File: config.mk
export PLATFORM = sky130hd
export DESIGN_NAME = vreg_pipe
export DESIGN_NICKNAME = d
export VERILOG_FILES = /design/src/rtl/vreg_pkg.sv /design/src/rtl/vreg_stage.sv /design/src/rtl/vreg_pipe.sv
export SDC_FILE = /design/constraint.sdc
export NUM_CORES = 1
export LEC_CHECK = 0
export ABC_AREA = 1
export BUFFER_PORTS_ARGS = -buffer_cell sky130_fd_sc_hd__buf_2
export CORE_ASPECT_RATIO = 1.2
export CORE_MARGIN = 2
export CORE_UTILIZATION = 50
export CTS_BUF_LIST = sky130_fd_sc_hd__clkbuf_8
export CTS_CLUSTER_DIAMETER = 200
export DETAILED_ROUTE_END_ITERATION = 8
export HOLD_SLACK_MARGIN = 0.12
export PLACE_DENSITY = 0.77
export SLEW_MARGIN = 15
export SYNTH_ARGS = -nofsm -noshare
export SYNTH_HDL_FRONTEND = slang
export SYNTH_SLANG_ARGS = --single-unit
File: constraint.sdc
create_clock -name clk -period 5.1 [get_ports clk]
set_clock_uncertainty 0.1 [all_clocks]
set_input_delay 0.255 -clock clk [delete_from_list [all_inputs] [get_ports clk]]
set_output_delay 0.255 -clock clk [all_outputs]
set_load 0.1 [all_outputs]
File: src/rtl/vreg_pkg.sv
// Shared helpers for the vreg_pipe latency element: occupancy width and trace sizing.
package vreg_pkg;

   localparam int unsigned VREG_Q_STR_NBITS = 512*8;

   // Smallest width able to hold the values 0..depth.
   function automatic int unsigned clog2_p1(input int unsigned depth);
      int unsigned w;
      w = 1;
      for (int unsigned i = 1; i < 32; i++) begin
         if ((64'd1 << i) < (64'(depth) + 64'd1)) w = i + 1;
      end
      return w;
   endfunction

endpackage

File: src/rtl/vreg_stage.sv
// One enabled, validated register stage with asynchronous reset.
module vreg_stage #(
   parameter int unsigned          P_NBITS       = 32,
   parameter logic [P_NBITS-1:0]   P_RESET_VALUE = '0
) (
   input  logic               clk,
   input  logic               reset,
   input  logic               en,
   input  logic               clr_val,
   input  logic               in_val,
   input  logic [P_NBITS-1:0] d,
   output logic               out_val,
   output logic [P_NBITS-1:0] q
);

   // Data keeps shifting on en even while clr_val invalidates the stage.
   always_ff @(posedge clk or posedge reset) begin
      if (reset) begin
         q       <= P_RESET_VALUE;
         out_val <= 1'b0;
      end else begin
         if (en) q <= d;
         if (clr_val)  out_val <= 1'b0;
         else if (en)  out_val <= in_val;
      end
   end

endmodule

File: src/rtl/vreg_pipe.sv
// P_DEPTH-stage delay line with per-stage valid, stall, flush and occupancy count.
module vreg_pipe
   import vreg_pkg::*;
#(
   parameter int unsigned          P_NBITS       = 32,
   parameter int unsigned          P_DEPTH       = 3,
   parameter logic [P_NBITS-1:0]   P_RESET_VALUE = '0
) (
   input  logic                            clk,
   input  logic                            reset,
   input  logic                            en,
   input  logic                            flush,
   input  logic                            in_val,
   input  logic [P_NBITS-1:0]              d,
   output logic [P_NBITS-1:0]              q,
   output logic                            out_val,
   output logic [clog2_p1(P_DEPTH)-1:0]    occupancy
);

   localparam int unsigned OCC_W = clog2_p1(P_DEPTH);

   logic [P_NBITS-1:0] stage_d [P_DEPTH];
   logic [P_NBITS-1:0] stage_q [P_DEPTH];
   logic [P_DEPTH-1:0] val_d;
   logic [P_DEPTH-1:0] val_q;

   for (genvar i = 0; i < P_DEPTH; i++) begin : g_stage
      if (i == 0) begin : g_head
         assign stage_d[i] = d;
         assign val_d[i]   = in_val;
      end else begin : g_body
         assign stage_d[i] = stage_q[i-1];
         assign val_d[i]   = val_q[i-1];
      end

      vreg_stage #(
         .P_NBITS       (P_NBITS),
         .P_RESET_VALUE (P_RESET_VALUE)
      ) u_stage (
         .clk     (clk),
         .reset   (reset),
         .en      (en),
         .clr_val (flush),
         .in_val  (val_d[i]),
         .d       (stage_d[i]),
         .out_val (val_q[i]),
         .q       (stage_q[i])
      );
   end

   assign q       = stage_q[P_DEPTH-1];
   assign out_val = val_q[P_DEPTH-1];

   always_ff @(posedge clk or posedge reset) begin
      if (reset)
         occupancy <= '0;
      else if (flush)
         occupancy <= '0;
      else if (en)
         occupancy <= occupancy + OCC_W'(in_val) - OCC_W'(val_q[P_DEPTH-1]);
   end

   a_occ_matches_valids: assert property (@(posedge clk) disable iff (reset)
      occupancy == OCC_W'($countones(val_q)));

   a_ctrl_known: assert property (@(posedge clk) disable iff (reset)
      !$isunknown({en, flush, in_val}));

   // Trace text "<occ>:q = <dec>"; dots of equal width when the output stage is empty.
   function automatic string line_trace();
      localparam logic [P_NBITS-1:0] Q_MAX = '1;
      string mx;
      string s;
      mx = $sformatf("%0d", Q_MAX);
      if (out_val) s = $sformatf("%0d", q);
      else         s = "";
      while (s.len() < mx.len()) s = out_val ? {" ", s} : {s, "."};
      if (s.len() * 8 > int'(VREG_Q_STR_NBITS)) s = s.substr(0, int'(VREG_Q_STR_NBITS) / 8 - 1);
      return $sformatf("%0d:q = %s", occupancy, s);
   endfunction

endmodule

==> qor.txt, run 1 <==
Crit path DAT: 1980 ps
Vias per cell: 4.70
Syn Nets: 446
Synth top area share: 65.7%
Delay-heaviest family, CP: buffers and inverters
Post-CTS resize count: 0
Synthesized cell area: 0.00385 mm2
Slowest cell on crit path: buf_4
Post-synth EDFFs: 0
Initial DRC count: 214
Vias post-DR: 2,834
RSZ-0062 raised after global routing: false
Run status: completed
FF-to-FF path depth: 9
Max Clk Rate: 554 MHz
First-pass GRT wire length: 11,900 um
Fraction of layout cells with a size suffix above 1: 18.2%
DRC Markers: 0
Power Dens Cells: 394 mW/mm2
Syn Area/Cell: 9.45 um2
Mapped Cells: 407
Layout Area Growth over Synthesis: 24.1%
Layout net count: 545
R2R Setup Slk: 3590 ps
Relative slew slack: 40.5%
Finish-stage setup viols: 0
Worst slew pin tran: 892 ps
Max H-tree Level: 3
Worst Setup Path Type: primary input to flip-flop
Num CTS Buffers: 9
Maximum VDD drop: 213 uV
Seq/Total Area, Yosys: 65.7%
Post-synth top area cell: dfrtp_1
Max clock buf depth: 2
Top post-synthesis cells by area: dfrtp_1 66%, nand2_1 16%, o21ai_0 8.5%
Post-DP HPWL: 4130 um
Sum Neg Setup Slack: 0 ps
Worst R2R End: occupancy[1]
Min cycle time layout: 1800 ps
Clk Latency, worst-skew pair: 350 ps
Crit path largest cell delay: 670 ps
Total global-route track usage: 17.4%
WP data required: 5280 ps
Initial Utilization: 50.8%
Clk slew on worst S/H paths: 90 ps
Worst-path cell chain: buf_2 > buf_4 > inv_2 > buf_4 > nand2_1 > o21ai_1
First-pass iteration count of the detailed router: 4
Most instantiated cells after synthesis: 165 x nand2_1, 101 x dfrtp_1, 65 x o21ai_0
Drt total wl: 6920 um
Flops & latches, synth: 101
Root buffer cell: clkbuf_8
# clock sinks: 101
CTS tree: built
Routed WL per cell: 11.5 um
Core ar.: 0.00758 mm2
Ant. Diodes: 0
Post-route ant nets: 0
Die Area: 0.00841 mm2
Die W: 84.1 um
Worst reg2reg startpoint: occupancy[0]
Cell Count Post-Placement: 552
Max Slew Vio Count: 0
Gr ovfl total: 0
Max-Cap Viols: 0
Initial antenna violation count: 0
WP buf/inv: 4
DIE HEIGHT: 100 um
Fin crit share: 35.4%
Crit-path max FO: 102
Pleak: 2.51 nW
Vias in the first global route: 2,746
Worst setup path endpoint: occupancy[0]
CP endpoint kind: flip-flop
Final hold violation count: 0
PortBufs: 71
Warnings, synthesis: 0
Yosys cell types: 17
Crit. path cell count: 6
Most common cell in the synthesized netlist: nand2_1
Worst setup startpoint: en
Worst min path class: flip-flop to flip-flop
CP most frequent cell: buf_4
Ys flop type: dfrtp_1
Rows: 35
Final non-filler cell total: 603
Largest net degree at the start of global routing: 103
Ys async rst share: 100%
CP Launch Type: primary input
I/O pin count: 72
GPL Wtd Cong: 0.729
layout by cell type (no fill, tap or decap), drive strengths merged:
cell | synthesis | final
clkinvlp | 0 | 1
bufinv | 0 | 1
nor2 | 4 | 4
nand3 | 3 | 3
nand2 | 166 | 166
buf | 17 | 74
ha | 2 | 2
dlygate4sd3 | 0 | 35
o21ai | 67 | 67
clkinv | 0 | 1
nand4 | 1 | 1
dfrtp | 101 | 101
inv | 41 | 43
o22ai | 1 | 1
clkbuf | 4 | 11
flip-flops by register name, indices dropped and copies added, names as in the netlist:
signal	cells
g_stage.u_stage.q	96
g_stage.u_stage.out_val	3
occupancy	2
tightest hold or removal path: stages, from the launching register on:
cell     delay, ps
dfrtp_1        350
nand2_1         50
nand2_1         50
layer usage:
layer  vias to the layer above  share of wire [%]  GRT usage, %
li1                       1450                  -             -
met1                      1301                 45          22.9
met2                        70                 49          28.4
met3                        13                3.8          2.71
met4                         0                1.6          8.68
met5                         -                  0             0
power by group:
part	internal, mW	switching [mW]	leakage (nW)	total (mW)
sequential	0.884	0.0371	1.27	0.921
combinational	0.0878	0.355	1.14	0.443
clock	0.255	0.261	0.107	0.516
repair_timing:
action	CTS	global route
endpoints found under the hold margin	79	0
hold buffers	35	0
setup buffers	0	0
layout make-up:
class,instances,area (um2)
Inverter,41,156
Multi-Input combinational cell,244,1030
Tap cell,92,115
Clock buffer,11,151
Clock inverter,5,58.8
Fill cell,634,2800
Timing Repair Buffer,109,728
Sequential cell,101,2530
worst min path at each step:
stage	startpoint	endpoint	slack [ps]	cells after the start
2_1_floorplan	d[4]	g_stage[0].u_stage.q[4]	270	2
3_3_place_gp	reset	g_stage[2].u_stage.q[22]	240	2
3_5_place_dp	reset	g_stage[2].u_stage.q[22]	250	2
4_1_cts	g_stage[0].u_stage.q[10]	g_stage[0].u_stage.q[10]	380	2
5_1_grt	g_stage[0].u_stage.q[25]	g_stage[1].u_stage.q[25]	400	2
6_report	g_stage[0].u_stage.q[10]	g_stage[0].u_stage.q[10]	370	2
stage by stage:
step / cell area [um2] / util (%) / setup WS (ps) / hold slack, ps / power [mW]
5_1_grt: 4770 / 63.0 / 3070 / 401 / 1.97
6_report: 4770 / 63.0 / 3300 / 374 / 1.88
3_5_place_dp: 4210 / 55.6 / 2910 / 250 / 1.36
4_1_cts: 4770 / 63.0 / 3290 / 380 / 1.90
3_3_place_gp: 4210 / 55.6 / 2970 / 244 / 1.35
2_1_floorplan: 3850 / - / 2100 / 267 / 1.28
logic make-up (layout without fill, tap and decap cells):
logic type / Yosys count / count (layout) / share of synthesized area [%]
simple gates: 174 / 174 / 17.2
flops: 101 / 101 / 65.7
buf+inv: 62 / 166 / 7.38
fa+ha+maj: 2 / 2 / 0.651
compound gates: 68 / 68 / 9.04
Power figures use the tool's default switching activity.
==> run 2: changes to the inputs <==
==> constraint.sdc (replaced) <==
create_clock -name clk -period 1.78 [get_ports clk]
set_clock_uncertainty 0.1 [all_clocks]
set_input_delay 0.089 -clock clk [delete_from_list [all_inputs] [get_ports clk]]
set_output_delay 0.089 -clock clk [all_outputs]
set_load 0.1 [all_outputs]
==> qor.txt, run 2 (same netlist as run 1, synthesis figures left out) <==
RSZ-0062 raised after global routing: false
Sum Neg Setup Slack: 0 ps
Drt total wl: 7210 um
Crit. path cell count: 8
Pleak: 2.55 nW
Min cycle time layout: 1460 ps
Commonest cells after routing, fill and taps aside: 165 x nand2_1, 99 x dfrtp_1, 71 x buf_2
Run status: completed
Part of the power in combinational logic: 23.1%
First-pass iteration count of the detailed router: 4
WP data required: 1930 ps
Setup repair bufs after CTS: 0
Post-CTS resize count: 0
Clock Power Share: 29.8%
Internal Power: 3.73 mW
Layout net count: 550
Ant. Diodes: 0
Delay-heaviest family, CP: adder cells
DIE HEIGHT: 100 um
Initial DRC count: 150
Initial antenna violation count: 0
Routed WL per cell: 11.9 um
Reg with most FFs: g_stage.u_stage.q
Worst Setup Path Type: flip-flop to flip-flop
Maximum VDD drop: 708 uV
Worst min path class: primary input to flip-flop
Initial Utilization: 50.8%
Root buffer cell: clkbuf_8
Seq pwr share: 47.1%
Gr ovfl total: 0
CP Launch Type: flip-flop
Hold Path Cell Cnt: 4
Vias in the first global route: 2,886
DRC Markers: 0
CTS tree: built
Worst slew pin tran: 510 ps
Crit-path max FO: 3
FF-to-FF path depth: 8
R2R Setup Slk: 320 ps
Max Clk Rate: 687 MHz
Core ar.: 0.00758 mm2
Placed instance area: 0.00427 mm2
GPL Wtd Cong: 0.708
CP endpoint kind: flip-flop
Power Dens Cells: 1150 mW/mm2
Die W: 84.1 um
# clock sinks: 101
Num CTS Buffers: 9
Clk slew on worst S/H paths: 90 ps
Crit path largest cell delay: 420 ps
Post-route ant nets: 0
Layout Area Growth over Synthesis: 27.1%
Max-Cap Viols: 0
Post-DP HPWL: 4350 um
Total power: 5.61 mW
Die Area: 0.00841 mm2
First-pass GRT wire length: 12,400 um
Sw Pwr: 1.87 mW
Sw Share: 33.4%
Max clock buf depth: 2
I/O pin count: 72
Slowest cell on crit path: dfrtp_2
Fraction of layout cells with a size suffix above 1: 19.0%
Final hold violation count: 0
Rows: 35
Relative slew slack: 66.2%
CP most frequent cell: nor2_1
Hold slack: 135 ps
Clk Latency, worst-skew pair: 350 ps
Most common cell after layout, fill and taps aside: nand2_1
Largest registers: g_stage.u_stage.q x96, g_stage.u_stage.out_val x3, occupancy x2
Finish-stage setup viols: 0
Crit path DAT: 1600 ps
WP buf/inv: 1
Max Slew Vio Count: 0
Worst-path cell chain: ha_1 > inv_1 > ha_1 > nand2_1 > nand2_1 > nor2_1 > nor2_1 > nor2_1
Final instance area: 0.00489 mm2
Fin crit share: 81.8%
Largest net degree at the start of global routing: 102
Vias per cell: 4.76
Largest register FFs: 96
Total global-route track usage: 18.4%
Max H-tree Level: 3
PortBufs: 71
Vias post-DR: 2,897
==> run 2: changes by cell type in the layout (fill, tap and decap cells not counted), sizes merged, moves of 2 or more <==
cell,before,now
dlygate4sd3,35,38
bufinv,1,3
buf,74,76
inv,43,41
clkbuf,11,9
==> run 2: power by group through the flow <==
stage	logic [mW]	clock network, mW	registers [mW]
floorplan	0.308	0	3.37
global route	1.39	1.80	2.67
finish	1.30	1.67	2.64
detailed placement	1.24	0	2.69
global placement	1.21	0	2.68
CTS	1.31	1.72	2.64
==> run 2: stage by stage <==
step,worst slack [ps],utilization (%),instances
3_3_place_gp,385,56.3,554
5_1_grt,132,64.5,608
2_1_floorplan,36.9,-,407
4_1_cts,313,64.5,608
3_5_place_dp,314,56.3,554
6_report,324,64.5,608
==> run 2: worst paths after layout <==
kind,start,endpoint
hold reg to reg,g_stage[0].u_stage.q[0],g_stage[0].u_stage.q[0]
min in group asynchronous,reset,g_stage[2].u_stage.q[15]
setup / recovery,g_stage[2].u_stage.out_val,occupancy[1]
max in group asynchronous,reset,g_stage[2].u_stage.out_val
hold / removal,en,g_stage[0].u_stage.q[27]
setup reg to reg,g_stage[2].u_stage.out_val,occupancy[1]
==> run 2: timing repair <==
action,CTS,global route
hold buffers,38,0
endpoints found under the setup margin,0,0
hold endpoints to repair,138,0
==> run 2: cell type report <==
type,instances,area [um2]
fillers,590,2690
flip-flops and latches,101,2530
repair buffers,114,811
clock buffers,9,124
clock inverters,7,115
well taps,92,115
multi-input cells,244,1030
inverters,41,158
==> run 2: worst register-to-register path: cells and delay by family, from the launching register on <==
kind	cells	cell delay [ps]
fa+ha+maj	2	470
buf+inv	1	60
flops	1	420
simple gates	5	310
==> run 2: per-layer routing <==
layer	GRT usage (%)	part of all wire [%]
met5	0	0
met4	8.19	2.2
met3	3.87	3.5
met2	31.1	48
met1	23.0	46
==> run 3: changes to the inputs <==
==> constraint.sdc (replaced) <==
create_clock -name clk -period 1.35 [get_ports clk]
set_clock_uncertainty 0.1 [all_clocks]
set_input_delay 0.0675 -clock clk [delete_from_list [all_inputs] [get_ports clk]]
set_output_delay 0.0675 -clock clk [all_outputs]
set_load 0.1 [all_outputs]
==> qor.txt, run 3 (same netlist as run 1, synthesis figures left out) <==
Worst reg2reg startpoint: g_stage[2].u_stage.out_val
Worst min path class: primary input to flip-flop
Hold path start: en
Reg with most FFs: g_stage.u_stage.q
Max H-tree Level: 3
GPL Wtd Cong: 0.771
Worst Setup Path Type: flip-flop to flip-flop
First-pass iteration count of the detailed router: 4
Most common cell after layout, fill and taps aside: nand2_1
Final hold violation count: 0
Layout net count: 552
Pleak: 2.54 nW
Finish-stage setup viols: 2
Commonest cells after routing, fill and taps aside: 164 x nand2_1, 99 x dfrtp_1, 65 x o21ai_0
Rows: 35
Max-Cap Viols: 0
Drt total wl: 7310 um
Max Slew Vio Count: 0
CP Launch Type: flip-flop
First-pass GRT wire length: 12,600 um
Largest registers: g_stage.u_stage.q x96, g_stage.u_stage.out_val x3, occupancy x2
Run status: complete, but fails checks
Total global-route track usage: 18.5%
Post-DP HPWL: 4540 um
WP data required: 1540 ps
Die Area: 0.00841 mm2
Fin crit share: 102%
Initial DRC count: 177
Placed instance area: 0.00435 mm2
Crit path DAT: 1570 ps
Layout Area Growth over Synthesis: 28.4%
Relative slew slack: 67.1%
Die W: 84.1 um
Largest net degree at the start of global routing: 102
I/O pin count: 72
Post-route ant nets: 0
# clock sinks: 101
Num CTS Buffers: 9
Max Clk Rate: 724 MHz
DRC Markers: 0
Initial antenna violation count: 0
Routed WL per cell: 12.0 um
Vias post-DR: 2,924
Crit-path max FO: 3
Core ar.: 0.00758 mm2
Largest register FFs: 96
Root buffer cell: clkbuf_8
Clk Latency, worst-skew pair: 350 ps
Final WS setup: -31.5 ps
CP endpoint kind: flip-flop
Failing checks: setup timing
Gr ovfl total: 0
Setup repair bufs after CTS: 0
Clk slew on worst S/H paths: 100 ps
Vias in the first global route: 2,886
PortBufs: 71
Vias per cell: 4.79
Final instance area: 0.00494 mm2
Maximum VDD drop: 820 uV
Initial Utilization: 50.8%
Sum Neg Setup Slack: -31.7 ps
RSZ-0062 raised after global routing: true
Min cycle time layout: 1380 ps
Worst setup startpoint: g_stage[2].u_stage.out_val
CTS tree: built
Max clock buf depth: 2
Ant. Diodes: 0
Worst slew pin tran: 498 ps
DIE HEIGHT: 100 um
Fraction of layout cells with a size suffix above 1: 20.5%
Power Dens Cells: 1410 mW/mm2
[run 3: what timing repair did]
item	CTS	global route
endpoints found under the setup margin	3	18
hold buffers	37	0
cloned	0	0
hold endpoints to repair	140	0
gates resized for setup	1	15
[run 3: final cells by class]
cell class,count,area [um2]
clock buffer,10,138
sequential,101,2530
tap,92,115
clock inverter,6,46.3
multi-input combinational,244,1060
timing repair buffer,116,891
inverter,41,158
fill,604,2640
[run 3: stage by stage]
step | total power [mW] | util (%) | cells | setup slack, ps | hold WS, ps
floorplan | 4.86 | - | 407 | -359 | 79.9
detailed placement | 5.20 | 57.4 | 557 | -43.7 | -6.17
global placement | 5.15 | 57.4 | 557 | 25.5 | -14.2
finish | 6.99 | 65.2 | 610 | -31.5 | 148
CTS | 7.03 | 64.7 | 610 | -42.0 | 123
global route | 7.32 | 65.2 | 610 | -118 | 166
[run 3: per-layer routing]
metal	GRT usage, %	vias to the layer above	share of wire (%)
li1	-	1458	-
met1	23.8	1394	45
met2	31.3	60	50
met3	3.04	12	3.2
met4	8.06	0	1.7
met5	0	-	0
[run 3: worst paths after layout]
kind                                       endpoint  slack, ps  cells past startpoint
setup / recovery                       occupancy[1]        -30                      8
hold / removal             g_stage[0].u_stage.q[21]        150                      5
setup reg to reg                       occupancy[1]        -30                      8
hold reg to reg            g_stage[0].u_stage.q[30]        380                      2
max in group asynchronous   g_stage[0].u_stage.q[7]        410                      4
min in group asynchronous  g_stage[2].u_stage.q[23]        170                      3
[run 3: worst max-delay path, stage by stage, from the launching register on]
cell and delay (ps):
dfrtp_2 430, ha_4 260, inv_2 40, ha_4 150, nand2_2 70, nand2_1 50, nor2_1 100, nor2_1 50
nor2_1 80
[run 3: where the power goes]
group | internal [mW] | switching, mW | leakage [nW]
sequential | 3.34 | 0.139 | 1.26
combinational | 0.396 | 1.37 | 1.19
clock | 0.734 | 1.01 | 0.0893
